$ cat src/rtl/i2s_pkg.sv
// i2s_pkg: shared types and helpers for the slot-configurable I2S transmitter.
//   i2s_mode_e - framing: I2S_PHILIPS (data lags ws by one sclk) or I2S_LJ.
//   i2s_cnt_w  - width of the frame bit counter for a given slot width.
package i2s_pkg;

  typedef enum logic {
    I2S_PHILIPS = 1'b0,
    I2S_LJ      = 1'b1
  } i2s_mode_e;

  // Counter spans both slots: 0 .. 2*slot_w-1.
  function automatic int i2s_cnt_w(input int slot_w);
    return $clog2(2 * slot_w);
  endfunction

endpackage

$ cat src/rtl/i2s_frame_buf.sv
// i2s_frame_buf: one-entry holding register between the sample stream and
// the serialiser.
//   clk_i  - bit clock, state updates on the falling edge
//   rst_i  - synchronous active-high reset, empties the entry
//   push_i - write data_i (accepted handshake)
//   pop_i  - frame load takes the entry; push_i on the same edge refills it
//   full_o - entry holds an unread pair
//   data_o - held pair
module i2s_frame_buf #(
  parameter int WIDTH = 32
) (
  input  logic             clk_i,
  input  logic             rst_i,
  input  logic             push_i,
  input  logic             pop_i,
  input  logic [WIDTH-1:0] data_i,
  output logic             full_o,
  output logic [WIDTH-1:0] data_o
);

  logic             full_q, full_d;
  logic [WIDTH-1:0] data_q, data_d;

  always_comb begin
    full_d = full_q;
    data_d = data_q;
    if (pop_i) full_d = 1'b0;
    // Push wins over pop so a pair written on the load edge stays buffered.
    if (push_i) begin
      full_d = 1'b1;
      data_d = data_i;
    end
  end

  always_ff @(negedge clk_i) begin
    if (rst_i) begin
      full_q <= 1'b0;
      data_q <= '0;
    end else begin
      full_q <= full_d;
      data_q <= data_d;
    end
  end

  assign full_o = full_q;
  assign data_o = data_q;

endmodule

$ cat src/rtl/i2s_tx_slot.sv
// i2s_tx_slot: I2S / left-justified stereo transmitter with configurable
// sample and slot widths, ready/valid input, underrun flag and mute.
//   sclk_i      - bit clock; all state changes on its falling edge
//   rst_i       - synchronous active-high reset
//   left_i/right_i, valid_i, ready_o - sample pair stream
//   mute_i      - frame loaded as zeros (stream still consumed)
//   ws_o        - word select, 0 = left slot, 1 = right slot
//   sdata_o     - serial data, MSB first, padding bits are 0
//   underrun_o  - one-cycle pulse when a frame load finds the buffer empty
module i2s_tx_slot
  import i2s_pkg::*;
#(
  parameter int        DATA_W          = 16,
  parameter int        SLOT_W          = 16,
  parameter i2s_mode_e MODE            = I2S_PHILIPS,
  parameter bit        UNDERRUN_REPEAT = 1'b0
) (
  input  logic              sclk_i,
  input  logic              rst_i,
  input  logic [DATA_W-1:0] left_i,
  input  logic [DATA_W-1:0] right_i,
  input  logic              valid_i,
  output logic              ready_o,
  input  logic              mute_i,
  output logic              ws_o,
  output logic              sdata_o,
  output logic              underrun_o
);

  localparam int                 CNT_W    = i2s_cnt_w(SLOT_W);
  localparam logic [CNT_W-1:0]   LAST_CNT = CNT_W'(2 * SLOT_W - 1);
  localparam logic [CNT_W-1:0]   SLOT_CNT = CNT_W'(SLOT_W);

  typedef struct packed {
    logic [DATA_W-1:0] left;
    logic [DATA_W-1:0] right;
  } frame_t;

  // Bit transmitted at frame position pos of frame f (left-justified in slot).
  function automatic logic slot_bit(input frame_t f, input logic [CNT_W-1:0] pos);
    logic [DATA_W-1:0] s;
    logic [CNT_W-1:0]  i;
    logic              b;
    if (pos < SLOT_CNT) begin
      s = f.left;
      i = pos;
    end else begin
      s = f.right;
      i = pos - SLOT_CNT;
    end
    b = 1'b0;
    if (int'(i) < DATA_W) begin
      s = s << i;
      b = s[DATA_W-1];
    end
    return b;
  endfunction

  logic [CNT_W-1:0] cnt_q, cnt_d;
  frame_t           frame_q, frame_d;   // active frame being shifted out
  frame_t           last_q, last_d;     // last unmuted pair taken from buffer
  logic             ws_q, ws_d;
  logic             sdata_q, sdata_d;
  logic             ur_q, ur_d;

  logic             load_cycle;
  logic             push;
  logic             buf_full;
  frame_t           in_frame;
  frame_t           buf_frame;
  frame_t           nxt_frame;

  assign load_cycle = (cnt_q == LAST_CNT);
  assign ready_o    = !rst_i && (!buf_full || load_cycle);
  assign push       = valid_i && ready_o;
  assign in_frame   = '{left: left_i, right: right_i};

  i2s_frame_buf #(
    .WIDTH ($bits(frame_t))
  ) u_buf (
    .clk_i  (sclk_i),
    .rst_i  (rst_i),
    .push_i (push),
    .pop_i  (load_cycle),
    .data_i (in_frame),
    .full_o (buf_full),
    .data_o (buf_frame)
  );

  always_comb begin
    cnt_d     = load_cycle ? '0 : cnt_q + CNT_W'(1);
    frame_d   = frame_q;
    last_d    = last_q;
    ur_d      = 1'b0;
    nxt_frame = '0;
    if (load_cycle) begin
      ur_d = !buf_full;
      if (buf_full) begin
        nxt_frame = buf_frame;
        last_d    = buf_frame;
      end else if (UNDERRUN_REPEAT) begin
        nxt_frame = last_q;
      end
      frame_d = mute_i ? '0 : nxt_frame;
    end
    ws_d = (cnt_d >= SLOT_CNT);
    // Philips lags by one bit: the position one behind cnt_d is cnt_q, still
    // read from the old frame, so the previous right LSB lands on count 0.
    if (MODE == I2S_LJ) sdata_d = slot_bit(frame_d, cnt_d);
    else                sdata_d = slot_bit(frame_q, cnt_q);
  end

  always_ff @(negedge sclk_i) begin
    if (rst_i) begin
      cnt_q   <= '0;
      frame_q <= '0;
      last_q  <= '0;
      ws_q    <= 1'b0;
      sdata_q <= 1'b0;
      ur_q    <= 1'b0;
    end else begin
      cnt_q   <= cnt_d;
      frame_q <= frame_d;
      last_q  <= last_d;
      ws_q    <= ws_d;
      sdata_q <= sdata_d;
      ur_q    <= ur_d;
    end
  end

  assign ws_o       = ws_q;
  assign sdata_o    = sdata_q;
  assign underrun_o = ur_q;

endmodule

$ cat config.mk
export PLATFORM = sky130hd
export DESIGN_NAME = i2s_tx_slot
export DESIGN_NICKNAME = d
export VERILOG_FILES = /design/src/rtl/i2s_pkg.sv /design/src/rtl/i2s_frame_buf.sv /design/src/rtl/i2s_tx_slot.sv
export SDC_FILE = /design/constraint.sdc
export NUM_CORES = 1
export LEC_CHECK = 0
export BUFFER_PORTS_ARGS = -buffer_cell sky130_fd_sc_hd__buf_2
export CORE_MARGIN = 1.5
export CORE_UTILIZATION = 56
export DETAILED_ROUTE_END_ITERATION = 6
export PLACE_DENSITY = 0.78
export SETUP_SLACK_MARGIN = 0.15
export SYNTH_ARGS = -nofsm -noshare
export SYNTH_HDL_FRONTEND = slang
export SYNTH_SLANG_ARGS = --single-unit
$ cat constraint.sdc
create_clock -name sclk_i -period 2.6 [get_ports sclk_i]
set_clock_uncertainty 0.2 [all_clocks]
set_input_delay 0.52 -clock sclk_i [delete_from_list [all_inputs] [get_ports sclk_i]]
set_output_delay 0.52 -clock sclk_i [all_outputs]
set_load 0.05 [all_outputs]
Word-level counts from Yosys, hierarchy flattened
Index checks and enable logic that the tools add are counted.
Cells by class
  bitwise gates (word level): 2
  add/sub/neg operators: 2
  shift operators: 1
  reductions and logical operators: 8
  divide/modulo/power cells: 0
  mux-type cells: 7
  order comparisons: 3
  equal/unequal tests: 1
  multiply operators: 0
Operators by type and width (count)
  32-bit 2-to-1 mux: 2
  16-bit 2-to-1 mux: 1
  16-bit by 5-bit << shifter with 16-bit output: 1
  5-bit < comparator (second input constant): 2
  5-bit 2-to-1 mux: 2
  5-bit by 1-bit adder with 5-bit output (second input constant): 1
  5-bit == test (second input constant): 1
  5-bit greater-or-equal comparator (second input constant): 1
  5-bit subtractor (second input constant): 1
  2-bit OR reduction: 2
  1-bit logical AND: 2
  1-bit logical NOT: 2
  1-bit 2-to-1 mux: 2
  1-bit NOT: 2
  2-bit nonzero test: 1
  1-bit logical OR: 1
Storage, ports and cells
  RAM bits: 0
  output and inout port bits: 4
  memories kept: 0
  flip-flop bits (word level): 73
  word-level logic and storage cells: 32
  input port bits: 36
  bits in read-only memories: 0
  latch bits: 0

Depth between registers and ports, before layout
  word-level depth: 5
  depth in mapped cells: 9
  gate-level depth less buffers: 7

Hierarchy
A second synthesis with hierarchy kept.
Unflattened totals
  cells, all modules: 228
  area total of the unflattened synthesis: 2732.6 sq um
Modules (own cells, without submodules)
  i2s_tx_slot: area each 1524.0 sq um, times used 1, cells each 119, seq. area each 780.7 sq um
  i2s_frame_buf: area each 1208.7 sq um, times used 1, cells each 109, seq. area each 660.6 sq um

==> flow_metrics.tcl <==
set metrics [dict create \
    cp_top_family "simple AND/OR/NAND/NOR gates" \
    yosysWarningCount 0 \
    ios 40 \
    path_class "flip-flop to output pin" \
    wl_per_cell_um 20.8 \
    initial_core_util_pct 57.7 \
    postPlaceCellArea_mm2 0.00349 \
    netlist_top_cells_area "dfxtp_1 (49%), nor2b_1 (7.5%), nand2b_1 (7.3%)" \
    grt_max_degree 40 \
    crit_path_max_incr_delay_ps 350 \
    cts.reportedPaths.clkPinSlew_ps 60 \
    path_cells "ha_4 > and3_4 > ha_4 > nor2b_4 > nor2_4 > buf_8" \
    viasPerCell 5.86 \
    antenna_found_initial 0 \
    swShare_pct 38.0 \
    multi_input_area_mm2 0.00190 \
    synth_seq_area_share_pct 49.2 \
    relSlewSlack_pct 71.4 \
    fin_ws_ps -1020 \
    area_delta_synth_final_pct 61.9 \
    power_leakage_nw 2.30 \
    p_int_mw 1.80 \
    setup_viol 7 \
    dpl.hpwl_um 3880 \
    io_buffers 39 \
    chipHeight_um 75.3 \
    track_usage_pct 31.5 \
    netlist.area_leader.share_pct 49.2 \
    startpoint_type "flip-flop" \
    syn-cell-area_mm2 0.00293 \
    fin_nets 503 \
    utilization_pct 93.5 \
    die_w_um 75.3 \
    grt.overflow.total 0 \
    routabilityCongestion 0.778 \
    die_area_mm2 0.00568 \
    drtAntennaViolNets 0 \
    critPathArrivalTime_ps 2900 \
    grt_pass1_vias 2807 \
    pwr-share-clk_pct 48.3 \
    routed_wl_um 11300 \
    min-delay-path-class "flip-flop to flip-flop" \
    cpMaxStageDelayCell "dfxtp_4" \
    drc_errors 0 \
    p_per_area_mw_per_mm2 613 \
    p_switching_mw 1.11 \
    r2r_slack_ps 260 \
    cts_tree "done" \
    diodes 0 \
    cp_max_fo 2 \
    peakVddDrop_mv 0.662 \
    fin_area_mm2 0.00474 \
    tns_ps -2140 \
    worstSetupEndpointType "output pin" \
    cts_buffers 9 \
    synth_top_area_cell "dfxtp_1" \
    cp_common_cell "ha_4" \
    crit_required_ps 1880 \
    pwr-share-comb_pct 11.0 \
    holdWs_ps 299 \
    status "finished with violations" \
    p_seq_share_pct 40.7 \
    ys_types 26 \
    grt_pass1_wl_um 12800 \
    slew_viol_final 0 \
    drt-initial-drc-count 370 \
    drive_gt1_share_pct 44.3 \
    syn_nets 366 \
    coreArea_mm2 0.00507 \
    root_buffer "clkbuf_8" \
    drv_cap 0 \
    worstMarginPinSlew_ps 429 \
    regArea_mm2 0.00146 \
    rsz0062_at_grt "yes" \
    synth_seq_cells 72 \
    clk_latency_ps 450 \
    synth.avg_cell_area_um2 8.93 \
    first_pass_iters 5 \
    fp-row-count 26 \
    netlist_instances 328 \
    worst-path-buf-inv 1 \
    p_total_mw 2.91 \
    violations "negative setup slack" \
    via_count 3162 \
    cts_sinks 72 \
    fillers 153 \
    max-clock-path-buffers 2 \
    finalHoldViolCount 0 \
    cts.htree.levels 3 \
]
## area by class of cell
cell class                 instances  area share, %
clock inverter                    79           6.67
timing repair buffer              79           18.1
sequential                        72           30.7
tap                               70           1.85
multi-input combinational        231           40.0
clock buffer                       9           2.61
## per-layer routing
metal	wire [µm]	share of wire, %	vias to the layer above	GRT usage (%)
li1	-	-	1368	-
met1	4100	36	1515	32.8
met2	5650	50	216	52.6
met3	827	7.4	63	14.0
met4	680	6.0	0	18.5
met5	0	0	-	0
## cell families (layout without fill, tap and decap cells)
| group | count (synthesis) | after routing | synth area share [%] |
|---|---|---|---|
| mux | 12 | 12 | 7.47 |
| xor+xnor | 2 | 2 | 0.598 |
| compound gates | 68 | 68 | 11.8 |
| flops | 72 | 72 | 49.2 |
| buf+inv | 25 | 167 | 4.40 |
| simple gates | 147 | 147 | 25.7 |
| fa+ha+maj | 2 | 2 | 0.854 |
## final timing paths
| kind | depth (start not counted) | start | end |
|---|---|---|---|
| max | 6 | cnt_q[0] | ready_o |
| min reg2reg | 2 | u_buf.full_o | underrun_o |
| max reg2reg | 9 | cnt_q[0] | frame_q[13] |
| min | 2 | u_buf.full_o | underrun_o |
## flip-flops by register name (all words and copies together), names as in the netlist
signal and flops:
underrun_o 1, sdata_o 1, cnt_q 5, frame_q 32, u_buf.full_o 1, u_buf.data_o 32
## cells in the final DEF (no fill, tap or decap), types with 6 or more instances in the layout
master	synthesis	final
inv_1	1	72
dfxtp_1	72	67
nor2b_1	35	34
buf_2	6	33
nand2b_1	34	32
a21oi_2	0	32
nor2_1	36	31
nand2_4	0	26
o21ai_2	0	22
buf_4	0	15
o21ai_1	0	9
clkbuf_8	2	9
buf_8	0	8
buf_6	1	7
nand2_2	0	6
buf_12	0	6
## worst register-to-register path, cell delays in order (launching register included)
cell and delay (ps):
dfxtp_4 350, ha_4 160, and3_4 180, ha_4 160
buf_4 130, buf_4 260, and3b_2 320, buf_12 170
a21oi_2 230, nor2_4 60
## power by group through the flow
| stage | Combinational [mW] | Sequential [mW] | Clock (mW) |
|---|---|---|---|
| 6_report | 0.320 | 1.18 | 1.40 |
| 5_1_grt | 0.333 | 1.19 | 1.52 |
| 4_1_cts | 0.225 | 1.18 | 1.28 |
| 3_5_place_dp | 0.161 | 1.20 | 0.170 |
| 3_3_place_gp | 0.156 | 1.19 | 0.170 |
| 2_1_floorplan | 0.0986 | 1.19 | 0.170 |
## stage by stage
stage / cells / worst slack, ps
6_report: 540 / -1020
5_1_grt: 540 / -1060
4_1_cts: 532 / -976
3_5_place_dp: 431 / -620
3_3_place_gp: 431 / -600
2_1_floorplan: 328 / -556
## repair_timing
action	in CTS	in global routing
pin swaps	30	31
setup buffers	10	3
endpoints found under the setup margin	36	37
cloned	4	5
hold endpoints to repair	0	0
gates resized for setup	72	85
hold buffers	0	0
## cell usage after synthesis
master / count
nor2_1: 36
nand3_1: 2
nor2b_1: 35
clkbuf_8: 2
nor3_1: 3
o221ai_1: 1
inv_1: 1
buf_6: 1
xnor2_1: 1
and3_1: 2
nor3b_2: 1
mux4_1: 3
nand2b_1: 34
o22ai_1: 1
xor2_1: 1
a21oi_1: 33
mux4_2: 4
and3b_1: 1
ha_1: 2
o21ai_0: 33
mux2i_1: 5
nand2_1: 32
dfxtp_1: 72
nor3b_1: 1
clkbuf_1: 15
buf_2: 6
Note: power is estimated with default switching activity, not from simulation.
